$ cat config.mk
export PLATFORM = sky130hd
export DESIGN_NAME = alu_writeback
export DESIGN_NICKNAME = d
export VERILOG_FILES = /design/src/rtl/alu_writeback_pkg.sv /design/src/rtl/alu_writeback_fifo.sv /design/src/rtl/alu_writeback.sv
export SDC_FILE = /design/constraint.sdc
export NUM_CORES = 1
export LEC_CHECK = 0
export CORE_MARGIN = 2
export CORE_UTILIZATION = 49
export DETAILED_ROUTE_END_ITERATION = 10
export PLACE_DENSITY = 0.79
export RECOVER_POWER = 100
export SYNTH_ARGS = -nofsm -noshare
export SYNTH_HDL_FRONTEND = slang
export SYNTH_SLANG_ARGS = --single-unit
$ cat constraint.sdc
create_clock -name clk_i -period 2.5 [get_ports clk_i]
set_input_delay 0.375 -clock clk_i [delete_from_list [all_inputs] [get_ports clk_i]]
set_output_delay 0.375 -clock clk_i [all_outputs]
set_load 0.1 [all_outputs]
$ cat src/rtl/alu_writeback_pkg.sv
// Shared types for the ALU writeback stage: condition codes, flag bit indices and the
// buffered entry layout.
package alu_writeback_pkg;

   localparam int unsigned WB_WIDTH  = 16;
   localparam int unsigned WB_ADDR_W = 3;

   localparam int unsigned FLAGS_Z = 0;
   localparam int unsigned FLAGS_C = 1;
   localparam int unsigned FLAGS_V = 2;
   localparam int unsigned FLAGS_N = 3;

   typedef enum logic [3:0] {
      CondAl = 4'd0,
      CondEq = 4'd1,
      CondNe = 4'd2,
      CondCs = 4'd3,
      CondCc = 4'd4,
      CondMi = 4'd5,
      CondPl = 4'd6,
      CondVs = 4'd7,
      CondVc = 4'd8,
      CondHi = 4'd9,
      CondLs = 4'd10,
      CondGe = 4'd11,
      CondLt = 4'd12,
      CondGt = 4'd13,
      CondLe = 4'd14,
      CondNv = 4'd15
   } cond_codes_t;

   typedef struct packed {
      logic [WB_WIDTH-1:0]  result;
      logic [3:0]           flags;
      logic [WB_ADDR_W-1:0] rd;
      logic                 we;
      logic                 set_flags;
   } wb_entry_t;

endpackage

$ cat src/rtl/alu_writeback_fifo.sv
// Writeback entry FIFO: storage, wrapping pointers and occupancy count.
// DEPTH must be a power of two so the pointers wrap by natural overflow.
module alu_writeback_fifo
   import alu_writeback_pkg::*;
#(
   parameter int unsigned DEPTH   = 2,
   parameter type         entry_t = wb_entry_t
) (
   input  logic   clk_i,
   input  logic   rst_i,
   input  logic   push_i,
   input  logic   pop_i,
   input  entry_t wdata_i,
   output entry_t rdata_o,
   output logic   full_o,
   output logic   empty_o
);

   localparam int unsigned PtrW = $clog2(DEPTH);
   localparam int unsigned CntW = PtrW + 1;

   entry_t              mem_q [DEPTH];
   logic   [PtrW-1:0]   wr_ptr_q, wr_ptr_d;
   logic   [PtrW-1:0]   rd_ptr_q, rd_ptr_d;
   logic   [CntW-1:0]   count_q, count_d;
   logic                push_ok, pop_ok;

   assign full_o  = (count_q == CntW'(DEPTH));
   assign empty_o = (count_q == '0);
   assign push_ok = push_i & ~full_o;
   assign pop_ok  = pop_i & ~empty_o;
   assign rdata_o = mem_q[rd_ptr_q];

   always_comb begin
      wr_ptr_d = wr_ptr_q;
      rd_ptr_d = rd_ptr_q;
      count_d  = count_q;
      if (push_ok) wr_ptr_d = wr_ptr_q + 1'b1;
      if (pop_ok)  rd_ptr_d = rd_ptr_q + 1'b1;
      unique case ({push_ok, pop_ok})
         2'b10:   count_d = count_q + 1'b1;
         2'b01:   count_d = count_q - 1'b1;
         default: count_d = count_q;
      endcase
   end

   always_ff @(posedge clk_i or posedge rst_i) begin
      if (rst_i) begin
         wr_ptr_q <= '0;
         rd_ptr_q <= '0;
         count_q  <= '0;
      end else begin
         wr_ptr_q <= wr_ptr_d;
         rd_ptr_q <= rd_ptr_d;
         count_q  <= count_d;
      end
   end

   // Storage needs no reset: validity is tracked by count_q alone.
   always_ff @(posedge clk_i) begin
      if (push_ok) mem_q[wr_ptr_q] <= wdata_i;
   end

endmodule

$ cat src/rtl/alu_writeback.sv
// ALU writeback stage: buffers results, drives the register-file write port, holds the
// status flags and evaluates branch conditions. Optional macro: FLAGS_BYPASS_EN.
module alu_writeback
   import alu_writeback_pkg::*;
#(
   parameter int unsigned WIDTH  = WB_WIDTH,
   parameter int unsigned ADDR_W = WB_ADDR_W,
   parameter int unsigned DEPTH  = 2
) (
   input  logic              clk_i,
   input  logic              rst_i,
   input  logic              in_valid_i,
   output logic              in_ready_o,
   input  logic [WIDTH-1:0]  in_result_i,
   input  logic [3:0]        in_flags_i,
   input  logic [ADDR_W-1:0] in_rd_i,
   input  logic              in_we_i,
   input  logic              in_set_flags_i,
   input  logic              out_ready_i,
   output logic              wb_we_o,
   output logic [ADDR_W-1:0] wb_addr_o,
   output logic [WIDTH-1:0]  wb_data_o,
   output logic [3:0]        status_flags_o,
   input  logic [3:0]        cond_code_i,
   output logic              cond_true_o
);

   wb_entry_t   in_entry, head;
   logic        full, empty, push, commit, load_flags;
   logic [3:0]  status_q, status_d, cond_flags;
   cond_codes_t cc;
   logic        fz, fc, fv, fn;

   assign in_entry = '{result: in_result_i, flags: in_flags_i, rd: in_rd_i,
                       we: in_we_i, set_flags: in_set_flags_i};

   // Ready depends only on state and reset, never on out_ready_i.
   assign in_ready_o = ~rst_i & ~full;
   assign push       = in_valid_i & in_ready_o;
   assign commit     = ~empty & (out_ready_i | ~head.we);
   assign load_flags = commit & head.set_flags;

   alu_writeback_fifo #(
      .DEPTH   (DEPTH),
      .entry_t (wb_entry_t)
   ) u_fifo (
      .clk_i   (clk_i),
      .rst_i   (rst_i),
      .push_i  (push),
      .pop_i   (commit),
      .wdata_i (in_entry),
      .rdata_o (head),
      .full_o  (full),
      .empty_o (empty)
   );

   assign wb_we_o        = ~empty & head.we;
   assign wb_addr_o      = head.rd;
   assign wb_data_o      = head.result;
   assign status_flags_o = status_q;
   assign status_d       = load_flags ? head.flags : status_q;

   always_ff @(posedge clk_i or posedge rst_i) begin
      if (rst_i) status_q <= '0;
      else       status_q <= status_d;
   end

`ifdef FLAGS_BYPASS_EN
   assign cond_flags = load_flags ? head.flags : status_q;
`else
   assign cond_flags = status_q;
`endif

   assign cc = cond_codes_t'(cond_code_i);
   assign fz = cond_flags[FLAGS_Z];
   assign fc = cond_flags[FLAGS_C];
   assign fv = cond_flags[FLAGS_V];
   assign fn = cond_flags[FLAGS_N];

   always_comb begin
      cond_true_o = 1'b0;
      unique case (cc)
         CondAl: cond_true_o = 1'b1;
         CondEq: cond_true_o = fz;
         CondNe: cond_true_o = ~fz;
         CondCs: cond_true_o = fc;
         CondCc: cond_true_o = ~fc;
         CondMi: cond_true_o = fn;
         CondPl: cond_true_o = ~fn;
         CondVs: cond_true_o = fv;
         CondVc: cond_true_o = ~fv;
         CondHi: cond_true_o = fc & ~fz;
         CondLs: cond_true_o = ~fc | fz;
         CondGe: cond_true_o = (fn == fv);
         CondLt: cond_true_o = (fn != fv);
         CondGt: cond_true_o = ~fz & (fn == fv);
         CondLe: cond_true_o = fz | (fn != fv);
         CondNv: cond_true_o = 1'b0;
         default: cond_true_o = 1'b0;
      endcase
   end

endmodule
==> out/qor.csv <==
stage;metric;value;unit
outcome;outcome;complete, no violations;
yosys;post-synthesis cell count;158;
layout;Ant. Diodes;0;
worst_setup_path;Arr. time, crit path;2.08;ns
floorplanning;die area;5670;um2
sta;Final Hold Viols;0;
yosys;mapped cell area;2491;um2
cts;Reg clk slew, reported paths;0.06;ns
worst_setup_path;Setup CP Type;input pin to output pin;
grt;largest net degree at the start of global routing;26;
drt;WL/cell;16.13;um
sta;Slew @ Worst Pin;1.182;ns
floorplanning;Die H;75.30;um
sta;Slew HR;21.52;%
placed_design;GP Congestion;0.8178;
layout;multi-input logic area;604.3;um2
cts;worst-skew pair later-pin latency;0.32;ns
yosys;most common library cells after synthesis;edfxtp_1 (50), buf_4 (20), mux2_2 (19);
floorplanning;Initial Utilization;51.71;%
floorplanning;site row count;25;
drt;WL final;4485;um
yosys;number of flops mapped to enable cells by yosys;50;
cts;Root Driver;clkbuf_8;
min_path;HP Class;input pin to asynchronous set/reset pin;
placed_design;Post-DP HPWL;3082;um
floorplanning;core area;4817;um2
layout;area delta synth->final;35.06;%
cts;H-tree level count;3;
cts;TritonCTS clock tree;done;
yosys;post-synth top area cell;edfxtp_1;
layout;Final #Nets;240;
placed_design;pre-CTS setup slack;-0.01637;ns
yosys;Syn. warnings;0;
placed_design;PortBufs;58;
drt;Final ANT Viol Nets;0;
sta;fin worst setup slack;0.04735;ns
cts;buffer depth of the longest clock path;2;
drt;Via Count;1416;
yosys;#FFs+latches synth;58;
yosys;share of the synthesized area in the top cell type;60.27;%
yosys;Async SR Flop Fraction;13.79;%
worst_setup_path;Crit path required time;2.12;ns
yosys;count of cell types in the netlist;27;
grt;number of global-route vias before repair;1540;
cts;Sink Count;58;
layout;fin cells;278;
yosys;syn avg cell area;15.77;um2
layout;final core utilization;69.84;%
drt;DR vias/cell;5.094;
yosys;Post-Syn Nets;192;
grt;initial antenna violation count;0;
sta;final setup violation count;0;
sta;Final Max Slew Viols;0;
sta;final worst path period need;2.453;ns
layout;share of cells above drive strength 1;23.70;%
yosys;top-count cell post-synth;edfxtp_1;
drt;initial drt markers;51;
cts;Num CTS Buffers;9;
layout;fillcell total;334;
yosys;sequential-to-total area share from yosys stat;68.31;%
grt;global route overflow;0;
yosys;main area contributors after synthesis;edfxtp_1 (60%), mux2_2 (8.6%), dfrtp_1 (8.0%);
sta;maximum clock frequency;0.4077;GHz
worst_setup_path;critical path startpoint category;input pin;
drt;DRT Pass-1 Iters;4;
placed_design;Placed Instances;262;
worst_setup_path;CP Max Fanout;10;
flow_run;Max Cap Viol;0;
floorplanning;number of I/O pins;59;
floorplanning;DIE WIDTH;75.30;um
grt;first-pass GRT wire length;7003;um
yosys;top_reg_cell synth;edfxtp_1;
cts;hold_buf cts;0;
drt;drc violations;0;
layout;FF+latch area;1712;um2
worst_setup_path;Crit. End Element;output pin;
grt;gr usage total;17.40;%
sta;skew final;0.008480;ns
sta;Tcrit/Tclk final;98.11;%
-- cells by family (layout without fill, tap and decap cells) --
family | count (synthesis) | after routing | synth area share, %
fa+ha+maj | 1 | 1 | 0.5022
xor+xnor | 6 | 6 | 2.109
compound gates | 14 | 14 | 3.666
flops | 58 | 58 | 68.31
mux | 29 | 29 | 12.66
buf+inv | 30 | 83 | 8.086
simple gates | 20 | 20 | 4.671
-- repair_timing --
| action | 4_1_cts | 5_1_grt |
|---|---|---|
| setup buffers | 0 | 0 |
| resized for setup | 1 | 1 |
| endpoints found under the setup margin | 1 | 1 |
-- layout make-up --
cell class / count / area share, %
Sequential cell: 58 / 50.87
Timing Repair Buffer: 63 / 23.02
Multi-Input combinational cell: 70 / 17.96
Clock buffer: 13 / 4.760
Tap cell: 67 / 2.492
Clock inverter: 3 / 0.4463
Inverter: 4 / 0.4463
-- state kept, by name (all words and copies together), names as in the netlist --
name	count
status_flags_o	4
u_fifo.count_q	2
u_fifo.mem_q	50
u_fifo.rd_ptr_q	1
u_fifo.wr_ptr_q	1
-- worst paths after layout --
| check | start | slack [ns] | cells after the start | endpoint |
|---|---|---|---|---|
| min reg2reg | u_fifo.wr_ptr_q | 0.53 | 1 | u_fifo.wr_ptr_q |
| min | rst_i | 0.46 | 2 | u_fifo.wr_ptr_q |
| max | cond_code_i[0] | 0.05 | 7 | cond_true_o |
| max in group asynchronous | rst_i | 1.78 | 2 | status_flags_o[2] |
| min in group clk_i | u_fifo.wr_ptr_q | 0.53 | 1 | u_fifo.wr_ptr_q |
| max reg2reg | u_fifo.rd_ptr_q | 0.53 | 6 | u_fifo.count_q[1] |
-- critical path: stages --
cell and delay, ns:
clkdlybuf4s50_1 0.45, buf_4 0.19, or3_1 0.32, a311oi_2 0.30, nor4_1 0.11, nand4_1 0.14
buf_12 0.19
-- through the flow --
| step | hold WS, ns | setup TNS (ns) | cell area, um2 |
|---|---|---|---|
| 6_report | 0.4646 | 0 | 3364 |
| 2_1_floorplan | 0.1906 | -0.03095 | 2529 |
| 3_5_place_dp | 0.5117 | -0.01637 | 3248 |
| 3_3_place_gp | 0.4944 | 0 | 3248 |
| 5_1_grt | 0.4927 | -0.01117 | 3364 |
| 4_1_cts | 0.3955 | 0 | 3422 |
-- cell usage in the layout (no fill, tap or decap), types with 4 or more instances in the layout --
cell and count:
clkbuf_8 9, buf_12 20, nor4_1 4, mux2i_1 9
edfxtp_1 50, dlygate4sd3_1 26, a31oi_1 4, clkbuf_1 7
mux2_1 19, clkdlybuf4s50_1 5, dfrtp_1 4, a21oi_1 5
clkbuf_2 5
-- metal layers --
metal  track usage (%)  up-vias  wire length, um
met5                 0        -                0
met4             7.407        0               72
met3             7.143        7              299
met2             28.31       53             2331
met1             20.52      680             1781
li1                  -      676                -
Power is left out: the tool's default activity adds up to more than one toggle a clock period on the data nets, which glitch-free logic cannot reach.
